<file path="config.mk">
export PLATFORM = sky130hd
export DESIGN_NAME = volume_level_ctrl
export DESIGN_NICKNAME = d
export VERILOG_FILES = /design/src/rtl/volume_level_ctrl_pkg.sv /design/src/rtl/volume_peak_hold.sv /design/src/rtl/volume_level_ctrl.sv
export SDC_FILE = /design/constraint.sdc
export NUM_CORES = 1
export LEC_CHECK = 0
export ABC_AREA = 1
export BUFFER_PORTS_ARGS = -buffer_cell sky130_fd_sc_hd__buf_2
export CAP_MARGIN = 0
export CORE_MARGIN = 2
export CORE_UTILIZATION = 37
export DETAILED_ROUTE_END_ITERATION = 10
export GPL_TIMING_DRIVEN = 0
export HOLD_SLACK_MARGIN = 0.1
export PLACE_DENSITY = 0.59
export REMOVE_ABC_BUFFERS = 1
export SLEW_MARGIN = 20
export SYNTH_ARGS = -nofsm -noshare
export SYNTH_HDL_FRONTEND = slang
export SYNTH_SLANG_ARGS = --single-unit
</file>
<file path="constraint.sdc">
create_clock -name clk -period 5.9 [get_ports clk]
set_input_delay 0.885 -clock clk [delete_from_list [all_inputs] [get_ports clk]]
set_output_delay 0.885 -clock clk [all_outputs]
set_load 0.05 [all_outputs]
</file>
<file path="src/rtl/volume_level_ctrl_pkg.sv">
// Shared constants, state codes and the mic-to-level quantizer
// for the OLED volume bar controller.
package volume_level_ctrl_pkg;

  localparam logic [6:0] X_HOME  = 7'd43;
  localparam logic [6:0] X_STEP  = 7'd5;
  localparam logic [6:0] BAR_LEN = 7'd10;
  localparam logic [6:0] X_MAX   = 7'd95;

  localparam logic [11:0] MIC_MID = 12'd2048;

  localparam logic [3:0] ST_RESET = 4'b0000;
  localparam logic [3:0] ST_MOVE  = 4'b0001;

  localparam logic [1:0] PK_TRACK = 2'd0;
  localparam logic [1:0] PK_HOLD  = 2'd1;
  localparam logic [1:0] PK_DECAY = 2'd2;

  // Codes at or below mid are silence; above it, 128 codes per level.
  function automatic logic [3:0] quantize(
    input logic [11:0] m,
    input logic [11:0] mid
  );
    logic [11:0] d;
    d = m - mid;
    if (m <= mid) return 4'd0;
    return 4'(d >> 7);
  endfunction

endpackage

</file>
<file path="src/rtl/volume_peak_hold.sv">
// Peak-hold marker: follows rising levels, holds for a number
// of windows, then decays one step per window.
module volume_peak_hold
  import volume_level_ctrl_pkg::*;
#(
  parameter int HOLD_WINDOWS = 3
) (
  input  logic       clk,
  input  logic       rst_n,
  input  logic       win_end,
  input  logic [3:0] level_in,
  output logic [3:0] peak_level
);

  localparam int HCW = $clog2(HOLD_WINDOWS + 1);
  localparam logic [HCW-1:0] HOLD_R = HCW'(HOLD_WINDOWS);

  logic [1:0]     st_q, st_d;
  logic [3:0]     peak_q, peak_d;
  logic [HCW-1:0] hold_q, hold_d;

  // level >= peak-1 written as level+1 >= peak to avoid underflow
  logic near_peak;
  assign near_peak = ({1'b0, level_in} + 5'd1) >= {1'b0, peak_q};

  always_comb begin
    st_d   = st_q;
    peak_d = peak_q;
    hold_d = hold_q;
    if (win_end) begin
      unique case (st_q)
        PK_TRACK: begin
          peak_d = level_in;
          if (level_in != 4'd0) begin
            st_d   = PK_HOLD;
            hold_d = HOLD_R;
          end
        end
        PK_HOLD: begin
          if (level_in >= peak_q) begin
            peak_d = level_in;
            hold_d = HOLD_R;
          end else begin
            hold_d = hold_q - 1'b1;
            if (hold_q == HCW'(1)) st_d = PK_DECAY;
          end
        end
        PK_DECAY: begin
          if (near_peak) begin
            peak_d = level_in;
            if (level_in != 4'd0) begin
              st_d   = PK_HOLD;
              hold_d = HOLD_R;
            end else begin
              st_d = PK_TRACK;
            end
          end else begin
            peak_d = peak_q - 4'd1;
          end
        end
        default: st_d = PK_TRACK;
      endcase
    end
  end

  always_ff @(posedge clk or negedge rst_n) begin
    if (!rst_n) begin
      st_q   <= PK_TRACK;
      peak_q <= 4'd0;
      hold_q <= '0;
    end else begin
      st_q   <= st_d;
      peak_q <= peak_d;
      hold_q <= hold_d;
    end
  end

  assign peak_level = peak_q;

endmodule

</file>
<file path="src/rtl/volume_level_ctrl.sv">
// Mic window level meter with peak hold, plus button-driven
// horizontal position of the volume bar.
module volume_level_ctrl
  import volume_level_ctrl_pkg::*;
#(
  parameter int          WINDOW       = 4000,
  parameter int          HOLD_WINDOWS = 3,
  parameter logic [11:0] MIC_MID_P    = MIC_MID,
  parameter logic [6:0]  X_HOME_P     = X_HOME,
  parameter logic [6:0]  X_STEP_P     = X_STEP,
  parameter logic [6:0]  BAR_LEN_P    = BAR_LEN,
  parameter logic [6:0]  X_MAX_P      = X_MAX
) (
  input  logic        clk,
  input  logic        rst_n,
  input  logic        sample_en,
  input  logic [11:0] mic_in,
  input  logic        btnL_pulse,
  input  logic        btnR_pulse,
  input  logic [3:0]  state,
  input  logic [1:0]  border_width,
  output logic [3:0]  level,
  output logic [3:0]  peak_level,
  output logic        level_valid,
  output logic [6:0]  left_x
);

  localparam int CW = $clog2(WINDOW);

  logic [CW-1:0] cnt_q, cnt_d;
  logic [11:0]   win_max_q, win_max_d;
  logic [3:0]    level_q, level_d;
  logic          valid_q, valid_d;
  logic [6:0]    x_q, x_d;

  logic [11:0] m_cur;
  logic [3:0]  lvl_new;
  logic        win_end;

  assign m_cur   = (mic_in > win_max_q) ? mic_in : win_max_q;
  assign lvl_new = quantize(m_cur, MIC_MID_P);
  assign win_end = sample_en && (cnt_q == CW'(WINDOW - 1));

  always_comb begin
    cnt_d     = cnt_q;
    win_max_d = win_max_q;
    level_d   = level_q;
    valid_d   = 1'b0;
    if (win_end) begin
      cnt_d     = '0;
      win_max_d = '0;
      level_d   = lvl_new;
      valid_d   = 1'b1;
    end else if (sample_en) begin
      cnt_d     = cnt_q + 1'b1;
      win_max_d = m_cur;
    end
  end

  logic       mv_l, mv_r;
  logic [6:0] lim_l, lim_r;

  assign lim_l = {5'd0, border_width} + X_STEP_P;
  assign lim_r = X_MAX_P - {5'd0, border_width} - BAR_LEN_P - X_STEP_P;
  assign mv_l  = (state == ST_MOVE) && btnL_pulse && !btnR_pulse
                 && (x_q > lim_l);
  assign mv_r  = (state == ST_MOVE) && btnR_pulse && !btnL_pulse
                 && (x_q <= lim_r);

  always_comb begin
    x_d = x_q;
    unique case (1'b1)
      (state == ST_RESET): x_d = X_HOME_P;
      mv_l:                x_d = x_q - X_STEP_P;
      mv_r:                x_d = x_q + X_STEP_P;
      default:             x_d = x_q;
    endcase
  end

  always_ff @(posedge clk or negedge rst_n) begin
    if (!rst_n) begin
      cnt_q     <= '0;
      win_max_q <= '0;
      level_q   <= 4'd0;
      valid_q   <= 1'b0;
      x_q       <= X_HOME_P;
    end else begin
      cnt_q     <= cnt_d;
      win_max_q <= win_max_d;
      level_q   <= level_d;
      valid_q   <= valid_d;
      x_q       <= x_d;
    end
  end

  volume_peak_hold #(
    .HOLD_WINDOWS(HOLD_WINDOWS)
  ) u_peak (
    .clk       (clk),
    .rst_n     (rst_n),
    .win_end   (win_end),
    .level_in  (lvl_new),
    .peak_level(peak_level)
  );

  assign level       = level_q;
  assign level_valid = valid_q;
  assign left_x      = x_q;

endmodule

</file>
==> results of run 1 <==
[power breakdown]
group	switching [W]	leakage [nW]	internal (W)	total, W
combinational	0.000585	1.40	0.000312	0.000897
sequential	0.0000648	0.539	0.000399	0.000464
clock	0.000117	0.0548	0.000128	0.000245
[cells in the final DEF (no fill, tap or decap), types with 5 or more instances in the layout]
cell and count:
nand3b_1 10, o22ai_1 13, buf_2 37, a21oi_1 19, nor3_1 6, clkbuf_8 5
nand4_1 6, nor2_1 28, nand3_1 24, nand2_1 82, inv_1 73, nand2_2 11
o21ai_0 21, ha_1 40, xor2_1 6, dfrtp_1 40
[through the flow]
stage / util [%] / power [W] / cells / area [um2]
2_1_floorplan: - / 0.001169 / 426 / 3368
3_3_place_gp: 40.79 / 0.001338 / 575 / 3697
3_5_place_dp: 40.79 / 0.001365 / 575 / 3697
4_1_cts: 42.06 / 0.001620 / 583 / 3812
5_1_grt: 42.08 / 0.001769 / 583 / 3815
6_report: 42.08 / 0.001606 / 583 / 3815
[sequential cells by signal, indices dropped and copies added (netlist names)]
signal             flops
u_peak.st_q            2
cnt_q                 12
u_peak.hold_q          2
level                  4
level_valid            1
win_max_q             12
u_peak.peak_level      4
left_x                 7
[cells in the mapped netlist, types with 2 or more instances]
library cell  instances  area share [%]
a21oi_1              19             2.8
and2_1                2            0.37
buf_2                 2            0.29
buf_4                 2            0.44
dfrtp_1              40              29
dfstp_2               4             3.1
ha_1                 40              15
inv_1                73             8.0
inv_2                 2            0.22
nand2_1              82             9.0
nand2_2              11             2.0
nand2_4               2            0.66
nand3_1              24             3.5
nand3_2               4             1.2
nand3_4               2             1.0
nand3b_1             10             2.2
nand4_1               6             1.1
nand4_2               2            0.73
nor2_1               28             3.1
nor2_2                2            0.37
nor3_1                6            0.88
nor3_2                3            0.88
nor3b_1               2            0.44
o211ai_1              2            0.44
o21a_1                3            0.66
o21ai_0              21             3.1
o21ai_2               4             1.0
o22ai_1              13             2.4
xor2_1                6             1.5
[cell type report]
class | count | share of cell area (%)
multi-input cells | 306 | 51.82
clock buffers | 5 | 1.804
flip-flops and latches | 44 | 28.99
repair buffers | 38 | 5.051
well taps | 111 | 3.641
clock inverters | 3 | 1.214
inverters | 76 | 7.478
[logic make-up (layout without fill, tap and decap cells)]
family / Yosys count / count (layout)
buf+inv: 82 / 122
flops: 44 / 44
simple gates: 190 / 190
fa+ha+maj: 41 / 41
compound gates: 68 / 68
xor+xnor: 7 / 7
[per-layer routing]
metal,vias to the layer above,routed length (um)
met5,-,0
met3,6,292
li1,1501,-
met1,1372,3579
met2,57,3423
met4,0,65
[worst paths after layout]
check / slack [ns] / endpoint / cells after the start / startpoint
setup / recovery: 0.87 / u_peak.peak_level[1] / 25 / mic_in[11]
hold / removal: 0.47 / cnt_q[11] / 1 / cnt_q[11]
setup reg to reg: 1.13 / u_peak.peak_level[1] / 25 / win_max_q[11]
hold reg to reg: 0.47 / cnt_q[11] / 1 / cnt_q[11]
max in group asynchronous: 4.94 / u_peak.st_q[0] / 1 / rst_n
min in group asynchronous: 0.58 / cnt_q[8] / 1 / rst_n
==> impl_metrics.tcl, run 1 <==
set metrics [dict create \
    num-fill-cells 908 \
    syn_inst 432 \
    drv_cap 0 \
    cts_made_buffers 5 \
    fin_skew_ns 0.01012 \
    wl_per_cell_um 12.62 \
    die_h_um 99.98 \
    tns_ns 0 \
    grt_pass1_vias 2869 \
    holdBufCountCts 0 \
    core_area_mm2 0.009065 \
    place_congestion 0.8325 \
    vias_per_cell 5.036 \
    nNetsFinal 535 \
    holdWs_ns 0.4661 \
    max_freq_mhz 198.8 \
    clockBufferDepth 2 \
    crit_buf_inv 4 \
    synth-xor-area-share_pct 1.799 \
    path_clk_slew_ns 0.10 \
    drtPass1Iterations 4 \
    max_stage_delay_ns 0.75 \
    layout_min_cycle_time_ns 5.031 \
    grt_use_met3_pct 2.716 \
    drive_above_1_share_pct 18.43 \
    diodes 0 \
    dieWidth_um 99.98 \
    cp.arrival_ns 5.23 \
    synthAdderAreaFrac_pct 15.27 \
    yosys_warnings 0 \
    clock_latency_ns 0.31 \
    grt_use_total_pct 15.61 \
    grt_max_degree 45 \
    cts_tree "done" \
    peakVddDrop_uv 134.8 \
    async_reset_ff_share_pct 100.0 \
    die_area_mm2 0.009995 \
    met1_usage_pct 20.69 \
    ys_seq_area_share_pct 32.45 \
    post-cts-setup-buffer-count 0 \
    fin_crit_sh_pct 85.27 \
    cts.sinks 44 \
    hold_class "reg -> reg" \
    cp-end-kind "flip-flop" \
    ant_nets 0 \
    ctsResizeCount 0 \
    slew_headroom_pct 43.62 \
    synth_top_family_by_area "simple AND/OR/NAND/NOR gates" \
    dp_slack_ns 0.5351 \
    drt_iter0_drc 103 \
    outcome "finished, final reports clean" \
    antenna_found_initial 0 \
    rows 35 \
    io_buffers 38 \
    grt-ovfl-total 0 \
    crit_type "in -> reg" \
    io_pins 39 \
    setup.worst_path.start_class "primary input" \
    cts_root_buffer "clkbuf_8" \
    p_per_area_mw_per_mm2 421.1 \
    power.leakage_nw 1.997 \
    synth_cell_types 44 \
    regArea_mm2 0.001106 \
    wl_mm 7.360 \
    avgSynthCellArea_um2 7.890 \
    synth-edff-count 0 \
    initial_core_util_pct 37.60 \
    drc 0 \
    multi_input_area_mm2 0.001977 \
    synth_seq_cells 44 \
    grtUsageMet2_pct 26.40 \
    finalHoldViolations 0 \
    area_growth_syn_to_layout_pct 11.93 \
    synth_ff_type "dfrtp_1" \
    crit_fanout 13 \
    drv_slew 0 \
    grt_pass1_wl_mm 12.82 \
    worst_slack_ns 0.8688 \
    rsz0062_at_grt "no" \
    vias 2936 \
    synth_simple_gate_area_share_pct 28.78 \
    cpMaxStageDelayCell "a2111oi_2" \
    setup_violations 0 \
    grt-busiest-layer "met2" \
    critPathRequiredTime_ns 6.09 \
    netlist_area_mm2 0.003408 \
    synth_compound_area_share_pct 12.15 \
    path_delay_family "simple AND/OR/NAND/NOR gates" \
    htreeDepth 2 \
    synthMuxAreaShare_pct 0 \
    place_hpwl_mm 5.504 \
    tightest_slew_ns 0.8440 \
]
Note: power is estimated with default switching activity, not from simulation.
==> run 2, diff against run 1 <==
CELL_PAD_IN_SITES_DETAIL_PLACEMENT = 0   (was not set)
CELL_PAD_IN_SITES_GLOBAL_PLACEMENT = 1   (was not set)
CORE_MARGIN = not set   (was 2)
PLACE_DENSITY = 0.74   (was 0.59)
==> run 2 against run 1 <==
Core utilization up 0.97 points. Combinational power shrank 0.7%. First-iteration DRC count up 8.7%. Flip-flop and latch count did not move. The flow now finishes with violations (design-rule violations). Highest routed layer unchanged. Cell count shrank 0.51%. Sequential power about the same.
==> impl_metrics.tcl, run 2 (same netlist as run 1, synthesis figures left out) <==
set metrics [dict create \
    outcome "finished, violations left" \
    num-fill-cells 917 \
    cpMaxStageDelayCell "a2111oi_2" \
    grt_max_degree 45 \
    setup.worst_path.start_class "primary input" \
    regArea_mm2 0.001106 \
    htreeDepth 2 \
    holdBufCountCts 0 \
    grt_pass1_vias 2855 \
    cts.sinks 44 \
    dp_slack_ns 0.5135 \
    place_congestion 0.7955 \
    fin_skew_ns 0.01283 \
    post-cts-setup-buffer-count 0 \
    drive_above_1_share_pct 18.43 \
    drc 5 \
    initial_core_util_pct 38.70 \
    clockBufferDepth 2 \
    diodes 0 \
    vias_per_cell 4.967 \
    io_buffers 38 \
    drv_slew 0 \
    post-route-util_pct 43.05 \
    grt_use_total_pct 16.06 \
    cts_tree "done" \
    grt_pass1_wl_mm 12.74 \
    cts_root_buffer "clkbuf_8" \
    rows 34 \
    slew_headroom_pct 44.66 \
    max_stage_delay_ns 0.74 \
    cp.arrival_ns 5.20 \
    layout_common_cells "nand2_1 (82), inv_1 (73), ha_1 (40), dfrtp_1 (40), buf_2 (37)" \
    violations "design-rule violations" \
    rsz0062_at_grt "no" \
    crit_type "in -> reg" \
    grt-ovfl-total 0 \
    nNetsFinal 535 \
    max_freq_mhz 200.6 \
    finalHoldViolations 0 \
    io_pins 39 \
    fin_crit_sh_pct 84.50 \
    antenna_found_initial 0 \
    final_common_cell "nand2_1" \
    clock_latency_ns 0.31 \
    layout_min_cycle_time_ns 4.986 \
    peakVddDrop_uv 189.1 \
    area_growth_syn_to_layout_pct 11.23 \
    wl_per_cell_um 12.45 \
    cts_made_buffers 5 \
    critical_path.cell_chain "buf_2 > ha_1 > nand4_1 > nor2_4 > nand4_2 > nand2_2 > nand2_1 > nand2_2 > nand2_1 > nor2_1 > nand3_1 > nand3_2 > inv_1 > ha_1 > xor2_1 > inv_1 > ha_1 > nand3_1 > nand3b_1 > a2111oi_2 > nand2_4 > nor2_1 > o21ai_2" \
    power.leakage_nw 1.991 \
    drt_iter0_drc 112 \
    dieWidth_um 97.98 \
    crit_fanout 13 \
    drtPass1Iterations 7 \
    tightest_slew_ns 0.8284 \
    wl_mm 7.223 \
    place_hpwl_mm 5.467 \
    hold_class "reg -> reg" \
    drv_cap 0 \
    cp-end-kind "flip-flop" \
    die_h_um 97.98 \
    p_per_area_mw_per_mm2 412.5 \
    critPathRequiredTime_ns 6.11 \
    core_area_mm2 0.008806 \
    setup_violations 0 \
    tns_ns 0 \
    ctsResizeCount 0 \
    multi_input_area_mm2 0.001977 \
    die_area_mm2 0.009599 \
    vias 2881 \
    worst_slack_ns 0.9142 \
    path_clk_slew_ns 0.10 \
    ant_nets 0 \
    worst_path_most_repeated_cell "ha_1" \
]
[run 2: worst max-delay path, delay by kind of cell]
family / cells / cell delay [ns]
buffers and inverters: 3 / 0.24
XOR/XNOR: 1 / 0.16
AND/OR/NAND/NOR: 14 / 2.28
adder cells (fa/ha/maj): 3 / 0.84
AO/OA/AOI/OAI: 2 / 0.81
[run 2: power breakdown]
group          leakage [nW]  internal (W)  switching (W)
clock                0.0491     0.0000874       0.000122
combinational          1.40      0.000311       0.000580
sequential            0.539      0.000399      0.0000641
total                  1.99      0.000797       0.000766
[run 2: layer usage]
| layer | GRT usage, % | share of wire [%] |
|---|---|---|
| met1 | 21.41 | 50 |
| met4 | 3.613 | 1.2 |
| met2 | 27.14 | 45 |
| met5 | 0 | 0 |
| met3 | 2.792 | 3.9 |
[run 2: area by class of cell]
cell class | instances | share of cell area, %
well taps | 108 | 3.564
multi-input cells | 306 | 52.15
clock buffers | 5 | 1.815
clock inverters | 3 | 0.6931
inverters | 76 | 7.525
flip-flops and latches | 44 | 29.17
repair buffers | 38 | 5.083
[run 2: path summary, 6_finish.rpt]
check                                        to  slack (ns)     startpoint  cells past startpoint
max                        u_peak.peak_level[1]        0.91      mic_in[7]                     23
max in group asynchronous          win_max_q[9]        4.93          rst_n                      1
min reg2reg                           cnt_q[11]        0.48      cnt_q[11]                      1
min                                   cnt_q[11]        0.48      cnt_q[11]                      1
min in group asynchronous              cnt_q[7]        0.56          rst_n                      1
max reg2reg                u_peak.peak_level[1]        1.20  win_max_q[11]                     25
[run 2: metrics by stage]
step	hold WS, ns	instance area [um2]	power (W)	instances
3_5_place_dp	0.4597	3694	0.001367	572
5_1_grt	0.5240	3791	0.001728	580
4_1_cts	0.4795	3789	0.001584	580
2_1_floorplan	0.4349	3368	0.001169	426
6_report	0.4791	3791	0.001564	580
3_3_place_gp	0.4530	3694	0.001351	572
==> run 3, diff against run 2 <==
ABC_AREA = 0   (was 1)
PLACE_DENSITY = 0.75   (was 0.74)
clock period = 4.5 ns   (was 5.9 ns; I/O delays follow)
==> run 3 against run 2 <==
Sequential share of layout area grew 0.87 points. The flow now finishes without violations. Register-to-register slack lost 0.88 ns. Clock skew shrank 0.0040 ns. First-iteration DRC count shrank 17%. Critical path depth shrank 5. Wire length shrank 5.4%. Design area shrank 2.7%. Via count shrank 7.9%. Worst setup slack lost 0.64 ns. Non-clock buffer count grew 7.
==> impl_metrics.tcl, run 3 <==
set metrics [dict create \
    cp.arrival_ns 4.42 \
    critPathRequiredTime_ns 4.70 \
    drv_cap 0 \
    synthAdderAreaFrac_pct 16.26 \
    synth_ff_type "dfrtp_1" \
    synthTopCellsByCount "dfrtp_1 (40), ha_1 (40), inv_1 (35), nor2_1 (25), a21oi_1 (22)" \
    avgSynthCellArea_um2 9.250 \
    yosys_warnings 0 \
    yosys-top-cells-area "dfrtp_1 (31%), ha_1 (16%), inv_1 (4.1%)" \
    peakVddDrop_uv 231.6 \
    path_clk_slew_ns 0.10 \
    synth_top_family_by_area "compound AO/OA/AOI/OAI gates" \
    cts_made_buffers 5 \
    nNetsFinal 455 \
    io_buffers 38 \
    synth_compound_area_share_pct 19.12 \
    drtPass1Iterations 4 \
    max_freq_mhz 236.4 \
    place_hpwl_mm 5.063 \
    postLayoutCellArea_mm2 0.003690 \
    wl_per_cell_um 13.75 \
    max_stage_delay_ns 0.37 \
    synth-edff-count 0 \
    vias 2652 \
    grt_pass1_wl_mm 11.59 \
    critical_path.cell_chain "buf_2 > ha_1 > nand4_1 > a211o_1 > a31o_2 > mux2i_2 > nor2_2 > inv_1 > ha_1 > ha_1 > a21boi_0 > o21a_1 > o21ai_1 > nand3_2 > a211oi_4 > nor2_1 > o21ai_2 > mux2_4" \
    cts.sinks 44 \
    synth_seq_cells 44 \
    die_area_mm2 0.009026 \
    setup.worst_path.start_class "primary input" \
    place_area_mm2 0.003505 \
    synth_simple_gate_area_share_pct 16.61 \
    synth_cell_types 55 \
    hold_class "in -> async" \
    area_growth_syn_to_layout_pct 15.29 \
    cp-end-kind "flip-flop" \
    grt_pass1_vias 2518 \
    netlist_area_mm2 0.003201 \
    crit_fanout 8 \
    rr_endpoint "u_peak.hold_q[0]" \
    syn_inst 346 \
    diodes 0 \
    holdBufCountCts 0 \
    initial_core_util_pct 38.56 \
    tns_ns 0 \
    layout_common_cells "ha_1 (40), dfrtp_1 (38), buf_2 (37)" \
    synthMuxAreaShare_pct 3.245 \
    reg2reg_from "win_max_q[9]" \
    power.leakage_nw 1.769 \
    p_total_w 0.001872 \
    setup_violations 0 \
    r2r_setup_slack_ns 0.32 \
    highest_layer "met4" \
    dr_wl_met2_mm 3.157 \
    dpl.cell_count 484 \
    ys_seq_area_share_pct 34.56 \
    drt_iter0_drc 93 \
    io_pins 39 \
    met3_wirelength_um 201 \
    vias_per_cell 5.336 \
    cts_tree "done" \
    fin_skew_ns 0.008786 \
    wl_met1_mm 3.368 \
    grt-ovfl-total 0 \
    yosys.area.top_type "dfrtp_1" \
    rows 33 \
    finalHoldViolations 0 \
    p_per_area_mw_per_mm2 507.2 \
    cts_root_buffer "clkbuf_8" \
    layout_min_cycle_time_ns 4.229 \
    synth-xor-area-share_pct 4.926 \
    tightest_slew_ns 0.8736 \
    clock_latency_ns 0.31 \
    drv_slew 0 \
    crit_path_start "mic_in[10]" \
    antenna_found_initial 0 \
    crit_type "in -> reg" \
    outcome "finished, final reports clean" \
    fin_crit_sh_pct 93.99 \
    final_common_cell "ha_1" \
    cpMaxStageDelayCell "a211o_1" \
    place_congestion 0.7888 \
    die_h_um 95.01 \
    async_reset_ff_share_pct 100.0 \
    wl_mm 6.832 \
    yosysTopAreaCellShare_pct 31.27 \
    grt_use_total_pct 16.51 \
    drive_above_1_share_pct 20.92 \
    slew_headroom_pct 41.22 \
    path_delay_family "compound AO/OA/AOI/OAI gates" \
    path_depth 18 \
    grt_max_degree 45 \
    drc 0 \
    core_area_mm2 0.008299 \
    crit_end "u_peak.hold_q[0]" \
    ant_nets 0 \
    r2r_cells 18 \
    holdWs_ns 0.3692 \
    dieWidth_um 95.01 \
    rsz0062_at_grt "no" \
    clockBufferDepth 2 \
    crit_buf_inv 2 \
    worst_path_most_repeated_cell "ha_1" \
    htreeDepth 2 \
    layout.cells.non_filler 497 \
]
[run 3: changes by cell type after synthesis, moves of 5 or more]
cell      delta
a22o_1      +12
nand2_1     -67
nand4_1      +5
nand3b_1     -9
nor2b_1      +6
xnor2_1     +10
nand3_1      -9
nand2_2     -11
o22ai_1     -13
inv_1       -38
[run 3: final cells by class]
cell class | count | area [um2]
timing repair buffer | 45 | 245.2
multi-input combinational | 260 | 1958
clock buffer | 5 | 68.82
sequential | 44 | 1109
fill | 854 | 4609
clock inverter | 3 | 46.29
inverter | 35 | 131.4
tap | 105 | 131.4
[run 3: where the power goes]
| group | leakage, nW | total (W) | switching [W] | internal [W] |
|---|---|---|---|---|
| combinational | 1.16 | 0.000913 | 0.000507 | 0.000406 |
| clock | 0.0548 | 0.000325 | 0.000157 | 0.000168 |
| sequential | 0.556 | 0.000634 | 0.000124 | 0.000510 |
[run 3: cell families (layout without fill, tap and decap cells)]
family,after synthesis,count (layout)
AO/OA/AOI/OAI,89,89
XOR/XNOR,18,18
adder cells (fa/ha/maj),41,41
buffers and inverters,42,88
flip-flops,44,44
multiplexers,9,9
AND/OR/NAND/NOR,103,103
[run 3: worst min path at each step]
stage | cells past startpoint | start | slack [ns] | endpoint
after floorplan | 0 | rst_n | 0.38 | cnt_q[0]
after CTS | 1 | cnt_q[4] | 0.49 | cnt_q[4]
final | 1 | rst_n | 0.37 | win_max_q[10]
after detailed placement | 1 | cnt_q[4] | 0.47 | cnt_q[4]
after global routing | 1 | rst_n | 0.40 | cnt_q[6]
after global placement | 1 | cnt_q[4] | 0.47 | cnt_q[4]
[run 3: per-layer routing]
layer | GRT usage, % | up-vias
li1 | - | 1335
met4 | 5.303 | 0
met3 | 2.979 | 9
met1 | 21.96 | 1270
met2 | 27.04 | 38
met5 | 0 | -
[run 3: repair_timing]
action | 4_1_cts | 5_1_grt
gates resized for setup | 3 | 6
setup endpoints to repair | 7 | 8
buffers inserted | 1 | 4
pin swaps | 1 | 2
[run 3: metrics by stage]
step                setup WS, ns  util [%]
finish                    0.2706     44.46
CTS                      0.03697     43.89
detailed placement       -0.5533     42.23
floorplan                 0.2683         -
global placement         -0.5841     41.99
global route            0.007208     44.46
